<file path="src/rtl/pc_fetch_unit.sv">
// Instruction fetch controller closing the ProgramCounter loop: one imem read per PC,
// fetched word handed to decode, branch redirects flush whatever is in flight.
module pc_fetch_unit #(
    parameter logic [31:0] PC_STEP = 32'd4
) (
    input  logic        clk,
    input  logic        reset_n,
    input  logic [31:0] pc,
    output logic [31:0] next_pc,
    output logic        pc_en,
    output logic        imem_req,
    output logic [31:0] imem_addr,
    input  logic        imem_gnt,
    input  logic        imem_rvalid,
    input  logic [31:0] imem_rdata,
    input  logic        redirect,
    input  logic [31:0] redirect_pc,
    output logic        instr_valid,
    output logic [31:0] instr,
    output logic [31:0] instr_pc,
    input  logic        instr_ready,
    output logic        fault,
    output logic [2:0]  fsm_state
);

    // Handshakes: imem read is issued on the cycle imem_req && imem_gnt; data returns on
    // imem_rvalid while waiting; decode takes instr on the cycle instr_valid && instr_ready.
    typedef enum logic [2:0] {
        S_IDLE  = 3'd0,
        S_REQ   = 3'd1,
        S_WAIT  = 3'd2,
        S_OUT   = 3'd3,
        S_FAULT = 3'd4
    } state_t;

    state_t state;
    logic   kill;
    logic   pc_aligned;
    logic   target_aligned;

    assign pc_aligned     = (pc[1:0] == 2'b00);
    assign target_aligned = (redirect_pc[1:0] == 2'b00);

    assign next_pc   = redirect ? redirect_pc : (pc + PC_STEP);
    assign pc_en     = redirect | ((state == S_OUT) & instr_ready);
    // A redirect withdraws a pending request unless the grant lands the same cycle.
    assign imem_req  = (state == S_REQ) & pc_aligned & (~redirect | imem_gnt);
    assign imem_addr = pc;
    assign fsm_state = state;

    always_ff @(posedge clk or negedge reset_n) begin
        if (!reset_n) begin
            state       <= S_IDLE;
            kill        <= 1'b0;
            instr_valid <= 1'b0;
            fault       <= 1'b0;
            instr       <= 32'h0;
            instr_pc    <= 32'h0;
        end else begin
            case (state)
                S_IDLE: begin
                    state <= S_REQ;
                end
                S_REQ: begin
                    if (redirect) begin
                        if (imem_gnt && pc_aligned) begin
                            kill  <= 1'b1;
                            state <= S_WAIT;
                        end
                    end else if (!pc_aligned) begin
                        fault <= 1'b1;
                        state <= S_FAULT;
                    end else if (imem_gnt) begin
                        state <= S_WAIT;
                    end
                end
                S_WAIT: begin
                    if (imem_rvalid) begin
                        kill <= 1'b0;
                        if (!kill && !redirect) begin
                            instr       <= imem_rdata;
                            instr_pc    <= pc;
                            instr_valid <= 1'b1;
                            state       <= S_OUT;
                        end else begin
                            state <= S_REQ;
                        end
                    end else if (redirect) begin
                        kill <= 1'b1;
                    end
                end
                S_OUT: begin
                    if (redirect || instr_ready) begin
                        instr_valid <= 1'b0;
                        state       <= S_REQ;
                    end
                end
                S_FAULT: begin
                    if (redirect && target_aligned) begin
                        fault <= 1'b0;
                        state <= S_REQ;
                    end
                end
                default: begin
                    state <= S_IDLE;
                end
            endcase
        end
    end

endmodule

</file>
<file path="config.mk">
export PLATFORM = sky130hd
export DESIGN_NAME = pc_fetch_unit
export DESIGN_NICKNAME = d
export VERILOG_FILES = /design/src/rtl/pc_fetch_unit.sv
export SDC_FILE = /design/constraint.sdc
export NUM_CORES = 1
export LEC_CHECK = 0
export BUFFER_PORTS_ARGS = -buffer_cell sky130_fd_sc_hd__buf_2
export CELL_PAD_IN_SITES_DETAIL_PLACEMENT = 2
export CELL_PAD_IN_SITES_GLOBAL_PLACEMENT = 2
export CORE_AREA = 2 2 126 128
export CTS_CLUSTER_DIAMETER = 60
export CTS_CLUSTER_SIZE = 12
export DETAILED_ROUTE_END_ITERATION = 8
export DIE_AREA = 0 0 128 130
export GPL_ROUTABILITY_DRIVEN = 0
export GPL_TIMING_DRIVEN = 0
export PLACE_DENSITY_LB_ADDON = 0.1
export SYNTH_ARGS = -nofsm -noshare
export SYNTH_HDL_FRONTEND = slang
export SYNTH_SLANG_ARGS = --single-unit
</file>
<file path="constraint.sdc">
create_clock -name clk -period 3.85 [get_ports clk]
set_input_delay 0.77 -clock clk [delete_from_list [all_inputs] [get_ports clk]]
set_output_delay 0.77 -clock clk [all_outputs]
set_load 0.005 [all_outputs]
</file>
==> impl_results.md, run 1 <==
- Number of hold violations in the final report: 0
- Clock-pin slew on the worst setup and hold paths: 0.06 ns
- Fin crit share: 0.953
- Port Buffers: 234
- Unrepaired setup endpoints after global routing: no
- Syn Area/Cell: 10.3 µm²
- Cells after Synth: 380
- Worst r2r path cells: 6
- Clock period minus worst slack: 3.67 ns
- Crit end category: output port
- Max Root-Sink Buffers: 2
- Post-synth ARST share: 1.00
- Crit-path max FO: 9
- Vias/cell: 4.62
- Fin Clk Skew: between 0.006 and 0.007 ns
- Vias post-DR: between 3000 and 4000
- Distinct cells, synth: 39
- CTS tree: done
- Gr ovfl total: 0
- Share of layout cells above drive strength 1: 0.572
- Die ar.: roughly 17000 µm²
- Yosys top cell area share: 0.447
- Slew HR: 0.573
- Least-Margin Pin Slew: 0.641 ns
- Area contributors post-synth: dfrtp_1, mux2_2, buf_4
- P&R area growth vs syn: 44.1%
- VDD IR max: 0.175 mV
- Detail Placement HPWL: 11700 µm
- Initial Utilization: 0.254
- Drt initial violations: 94
- FF-to-FF End: instr_pc[24]
- Placed insts: 807
- Largest net degree at the start of global routing: 51
- Leak pwr: 0.00288 µW
- Seq/Total Area, Yosys: 0.447
- Vias in the first global route: approximately 4000
- HP Class: input pin to async pin
- Wire length per cell: about 18 µm
- R2r setup slk: 1.41 ns
- Most common flop cell mapped by yosys: dfrtp_1
- DIE WIDTH: 128 µm
- Initial antenna violation count: 0
- Detail Route Antenna Nets: 0
- FF+latch count, synth: 70
- Number of max-cap violations: 0
- H-tree depth: 3
- Fmax: 273 MHz
- Post-synth EDFFs: 0
- Clock Sinks: 70
- # diodes: 0
- Total power divided by cell area: 534 nW/µm²
- R2R Path Start: fsm_state[2]
- Chip height: 130 µm
- Final Setup Violations: 0
- Clk_lat worst skew: 0.34 ns
- Detailed Routing Iterations Pass 1: 4
- CTS Hold Buffers Added: 0
- CTS Buf Count: 9
- Synth warn: 0
- Nets@finish: 729
- CORE AREA: 15400 µm²
- Post-CTS resize count: 0
- First-pass GRT wire length: ~22000 µm
- Critical path required time: 3.08 ns
- CP startpoint kind: input pin
- Max-slew violations: 0
- Setup Crit Path Kind: input pin to output port
- Top Ports: 237
- Setup TNS: 0 ns
- Rows: 46
- Synth area leader: dfrtp_1
- Setup Fix Bufs, Post-CTS: 0
- Outcome: completed
- Non-filler instance count after layout: 823
- Clock root buffer: clkbuf_16
- Total Routing Usage GR: 0.174
- CP Data Arrival Time: roughly 2.9 ns
- # DRC: 0
- Synthesized area: 3920 µm²
- Total Routed Length: approximately 15000 µm
- Mapped Nets: 483
## registers in the layout, summed over array words and instances (netlist names)
| name | flops |
|---|---|
| instr_valid | 1 |
| instr_pc | 32 |
| fault | 1 |
| instr | 32 |
| kill | 1 |
| fsm_state | 3 |
## cell type report
type                            instances  area [µm²]
Sequential cell                        70        1750
Inverter                                9        33.8
Multi-Input combinational cell        248        1810
Clock inverter                          6        42.5
Clock buffer                           10         239
Buffer                                 53         324
Timing Repair Buffer                  235        1200
Fill cell                            1793        9780
Tap cell                              192         240
## logic make-up (layout without fill, tap and decap cells)
group	Yosys count	after routing	synth area share
and+or+nand+nor	107	107	0.143
DFF	70	70	0.447
AOI/OAI and AO/OA	60	60	0.0933
buffers and inverters	62	313	0.0914
adders and majority gates	1	1	0.00320
xor gates and xnor gates	13	13	0.0291
muxes	67	67	0.193
## cell usage in the layout (no fill, tap or decap), types with 2 or more instances in the layout
cell / count
a21oi_1: 6
a31oi_1: 15
and4_1: 3
buf_2: 235
buf_4: 33
clkbuf_1: 17
clkbuf_16: 9
clkbuf_2: 2
clkinv_2: 2
clkinvlp_4: 2
dfrtp_1: 70
inv_1: 9
inv_6: 2
mux2_2: 67
nand2_1: 30
nand3_1: 12
nand4_1: 5
nor2_1: 21
nor2b_1: 4
nor3_1: 7
nor4_1: 2
o21ai_0: 24
o31a_1: 2
o31ai_1: 7
or3_1: 6
or3_2: 2
or4_1: 8
xnor2_1: 11
xor2_1: 2
## power breakdown
group	internal (µW)	switching (µW)	total, µW	leakage, µW
clock network	456	343	799	0.000135
registers	1040	151	1190	0.000903
logic	566	462	1030	0.00185
total	2060	956	3010	0.00288
## synthesized netlist by cell type (2+ instances only)
| master | n |
|---|---|
| a21oi_1 | 6 |
| a31oi_1 | 15 |
| and4_1 | 3 |
| buf_2 | 2 |
| buf_4 | 32 |
| clkbuf_1 | 17 |
| clkbuf_2 | 2 |
| dfrtp_1 | 70 |
| inv_1 | 9 |
| mux2_2 | 67 |
| nand2_1 | 30 |
| nand3_1 | 12 |
| nand4_1 | 5 |
| nor2_1 | 21 |
| nor2b_1 | 4 |
| nor3_1 | 7 |
| nor4_1 | 2 |
| o21ai_0 | 24 |
| o31a_1 | 2 |
| o31ai_1 | 7 |
| or3_1 | 6 |
| or3_2 | 2 |
| or4_1 | 8 |
| xnor2_1 | 11 |
| xor2_1 | 2 |
## stage by stage
stage | utilization | hold WS (ns) | worst slack (ns) | cell area (µm²) | power [µW]
detailed placement | 0.347 | 0.490 | 0.154 | 5360 | 2250
global route | 0.366 | 0.348 | 0.0366 | 5640 | 3240
CTS | 0.366 | 0.338 | 0.139 | 5640 | 3070
floorplan | - | 0.474 | 0.646 | 3920 | 1670
global placement | 0.345 | 0.483 | 0.174 | 5330 | 2190
finish | 0.366 | 0.340 | 0.182 | 5640 | 3010
## layer usage
metal / vias to the layer above / GRT usage / wire (µm)
li1: 1820 / - / -
met1: 1865 / 0.205 / 5980
met2: 117 / 0.314 / 7580
met3: 4 / 0.0541 / 967
met4: 0 / 0.0388 / 76
met5: - / 0 / 0
## worst max-delay path, stage by stage
cell and delay (ns):
buf_2 0.17, ha_2 0.25, nand4_4 0.15, or4_1 0.51, buf_2 0.20, or4_1 0.52
a31oi_1 0.19, buf_2 0.14
## worst max path at each step
stage                     start           to  slack (ns)
after CTS                 pc[2]  next_pc[26]        0.14
after floorplan           pc[2]  next_pc[26]        0.65
final                     pc[2]  next_pc[26]        0.18
after global placement    pc[2]  next_pc[26]        0.17
after global routing      pc[2]  next_pc[26]        0.04
after detailed placement  pc[2]  next_pc[26]        0.15
Note: power is estimated with default switching activity, not from simulation.
==> inputs of run 2 (changes only) <==
--- a/config.mk
+++ b/config.mk
@@ -5,14 +5,15 @@
 export SDC_FILE = /design/constraint.sdc
 export NUM_CORES = 1
 export LEC_CHECK = 0
-export BUFFER_PORTS_ARGS = -buffer_cell sky130_fd_sc_hd__buf_2
+export ABC_AREA = 1
+export BUFFER_PORTS_ARGS = -buffer_cell sky130_fd_sc_hd__buf_4
 export CELL_PAD_IN_SITES_DETAIL_PLACEMENT = 2
 export CELL_PAD_IN_SITES_GLOBAL_PLACEMENT = 2
-export CORE_AREA = 2 2 126 128
+export CORE_AREA = 2 2 136 138
 export CTS_CLUSTER_DIAMETER = 60
 export CTS_CLUSTER_SIZE = 12
 export DETAILED_ROUTE_END_ITERATION = 8
-export DIE_AREA = 0 0 128 130
+export DIE_AREA = 0 0 138 140
 export GPL_ROUTABILITY_DRIVEN = 0
 export GPL_TIMING_DRIVEN = 0
 export PLACE_DENSITY_LB_ADDON = 0.1
==> run 2 against run 1 <==
Count of clock-buffer cells in the layout fell by 1. Register-to-register slack improved by 0.84 ns. Setup slack gained 0.61 ns. Synthesized area is 11% higher. Power increased by 16%. Global-route usage rose by 2.6 points. Worst hold slack improved by 0.13 ns. Clock power grew 25%. Clock skew rose by 0.0041 ns. Critical path depth is 3 higher. First-iteration DRC count increased by 24%.
==> impl_results.md, run 2 <==
- Outcome: completed (unchanged)
- CORE AREA: 17800 µm² (was 15400 µm²)
- Clock-pin slew on the worst setup and hold paths: 0.06 ns (about the same)
- Max Root-Sink Buffers: 2 (unchanged)
- Vias/cell: 4.60 (was 4.62)
- Largest net degree at the start of global routing: 71 (was 51)
- Initial antenna violation count: 0 (unchanged)
- # DRC: 0 (unchanged)
- Chip height: 140 µm (was 130 µm)
- Crit-path max FO: 6 (was 9)
- Area contributors post-synth: dfrtp_1, nand2_1, nand3_1 (was dfrtp_1, mux2_2, buf_4)
- Share of layout cells above drive strength 1: 0.391 (was 0.572)
- Setup TNS: 0 ns (unchanged)
- Setup Fix Bufs, Post-CTS: 0 (unchanged)
- CTS Buf Count: 9 (unchanged)
- Vias in the first global route: 5512 (was 4112)
- Slew HR: 0.349 (was 0.573)
- Rows: 49 (was 46)
- First-pass GRT wire length: 30800 µm (was 22300 µm)
- Fin crit share: 0.795 (was 0.953)
- Yosys top cell area share: 0.402 (was 0.447)
- Crit end category: output port (unchanged)
- Die ar.: 19300 µm² (was 16600 µm²)
- CP startpoint kind: input pin (unchanged)
- VDD IR max: 0.214 mV (was 0.175 mV)
- Top Ports: 237 (unchanged)
- Gr ovfl total: 0 (unchanged)
- Seq/Total Area, Yosys: 0.402 (was 0.447)
- Cells after Synth: 614 (was 380)
- Clock period minus worst slack: 3.06 ns (was 3.67 ns)
- Detailed Routing Iterations Pass 1: 4 (unchanged)
- Unrepaired setup endpoints after global routing: no (unchanged)
- Most frequent cells in the layout: buf_4, nand2_1, nand3_1, dfrtp_1, nor2_1 (was buf_2, dfrtp_1, mux2_2, buf_4, nand2_1)
- Total Routed Length: 19400 µm (was 14600 µm)
- Drt initial violations: 117 (was 94)
- Post-CTS resize count: 0 (unchanged)
- CP Data Arrival Time: 2.29 ns (was 2.90 ns)
- Syn Area/Cell: 7.10 µm² (was 10.3 µm²)
- Total Routing Usage GR: 0.201 (was 0.174)
- P&R area growth vs syn: 54.9% (was 44.1%)
- Post-place instance area: 6400 µm² (was 5360 µm²)
- # diodes: 0 (unchanged)
- Vias post-DR: 5026 (was 3806)
- Critical path required time: 3.08 ns (about the same)
- FF+latch count, synth: 70 (unchanged)
- Clock Sinks: 70 (unchanged)
- Fin Clk Skew: 0.0107 ns (was 0.00656 ns)
- Synth warn: 0 (unchanged)
- Detail Placement HPWL: 15500 µm (was 11700 µm)
- Register Area: 1750 µm² (unchanged)
- Detail Route Antenna Nets: 0 (unchanged)
- CTS tree: done (unchanged)
- Distinct cells, synth: 29 (was 39)
- Worst Hold Slack: 0.474 ns (was 0.340 ns)
- Commonest cells post-synth: nand2_1, nand3_1, dfrtp_1, nor2_1, inv_1 (was dfrtp_1, mux2_2, buf_4, nand2_1, o21ai_0)
- Most common flop cell mapped by yosys: dfrtp_1 (unchanged)
- Finished Cell Area: 6750 µm² (was 5640 µm²)
- Number of hold violations in the final report: 0 (unchanged)
- Mapped Nets: 717 (was 483)
- Synthesized area: 4360 µm² (was 3920 µm²)
- Synth area leader: dfrtp_1 (unchanged)
- H-tree depth: 3 (unchanged)
- HP Class: flop to flop (was input pin to async pin)
- Initial Utilization: 0.245 (was 0.254)
- CTS Hold Buffers Added: 0 (unchanged)
- Clk_lat worst skew: 0.34 ns (about the same)
- Fmax: 327 MHz (was 273 MHz)
- Final Setup Violations: 0 (unchanged)
- Max-slew violations: 0 (unchanged)
- Leak pwr: 0.00367 µW (was 0.00288 µW)
- Least-Margin Pin Slew: 0.977 ns (was 0.641 ns)
- Area occupied by multi-input gates: 2030 µm² (was 1810 µm²)
- Total power divided by cell area: 518 nW/µm² (was 534 nW/µm²)
- Count leader, synth: nand2_1 (was dfrtp_1)
- Port Buffers: 234 (unchanged)
- Setup Crit Path Kind: input pin to output port (unchanged)
- Filler cell count: 2107 (was 1793)
- DIE WIDTH: 138 µm (was 128 µm)
- Clock root buffer: clkbuf_16 (unchanged)
- Total chip power: 3500 µW (was 3010 µW)
- Wire length per cell: 17.7 µm (about the same)
- Post-synth ARST share: 1.00 (unchanged)
- Number of max-cap violations: 0 (unchanged)
- Post-synth EDFFs: 0 (unchanged)
- Commonest non-fill, non-tap cell in the layout: buf_4 (was buf_2)
- Nets@finish: 962 (was 729)
[run 2: cell count changes in the layout (fill, tap and decap cells not counted), moves of 11 or more]
cell     before  now
nand3_1      12   76
mux2_2       67    0
a31oi_1      15    1
buf_2       235    4
nand2_1      30  242
xnor2_1      11    0
nor2_1       21   45
buf_4        33  267
inv_1         9   39
o21ai_2       0   26
[run 2: routing by layer]
layer  vias to the layer above  wire (µm)  track usage
li1                       2403          -            -
met1                      2473       8150        0.240
met2                       137      10300        0.375
met3                        13        756       0.0338
met4                         0        217       0.0462
met5                         -          0            0
[run 2: path summary, 6_finish.rpt]
check / slack [ns] / end / depth (start not counted) / start
worst min register to register: 0.47 / instr[17] / 2 / instr[17]
worst max-delay path: 0.79 / next_pc[28] / 11 / pc[2]
worst max register to register: 2.25 / instr_pc[23] / 8 / fsm_state[1]
worst min-delay path: 0.47 / instr[17] / 2 / instr[17]
min in group asynchronous: 0.58 / fault / 1 / reset_n
max in group asynchronous: 2.64 / instr[2] / 1 / reset_n
[run 2: critical path, cell delays in order]
cell	delay, ns
buf_4	0.11
ha_1	0.16
nand2_1	0.10
nor2_2	0.21
nand2_2	0.16
nor2_2	0.31
nand2_1	0.10
nand2_1	0.07
nand3_1	0.09
nand2_1	0.10
buf_4	0.11
[run 2: report_power, final]
group          switching [µW]  total, µW  leakage, µW  internal, µW
Sequential                174       1200     0.000897          1020
Combinational             620       1300      0.00260           683
Clock                     359        996     0.000170           637
Total                    1150       3500      0.00367          2340
[run 2: stage by stage]
step / util / setup slack (ns) / instances
after floorplan: - / 1.40 / 614
after global placement: 0.360 / 0.803 / 1077
after detailed placement: 0.360 / 0.735 / 1077
after CTS: 0.379 / 0.746 / 1093
after global routing: 0.379 / 0.614 / 1093
final: 0.379 / 0.788 / 1093
[run 2: cell families after synthesis]
kind of cell,Yosys count,synth area share
xor gates and xnor gates,2,0.00402
adders and majority gates,1,0.00287
AOI/OAI and AO/OA,58,0.0905
buffers and inverters,99,0.132
and+or+nand+nor,384,0.368
DFF,70,0.402
[run 2: cell type report]
type                    count  share of cell area
inverters                  41              0.0228
clock inverters             7              0.0180
well taps                 229              0.0425
multi-input cells         445               0.301
flip-flops and latches     70               0.260
clock buffers               9              0.0334
plain buffers              58              0.0625
repair buffers            234               0.260
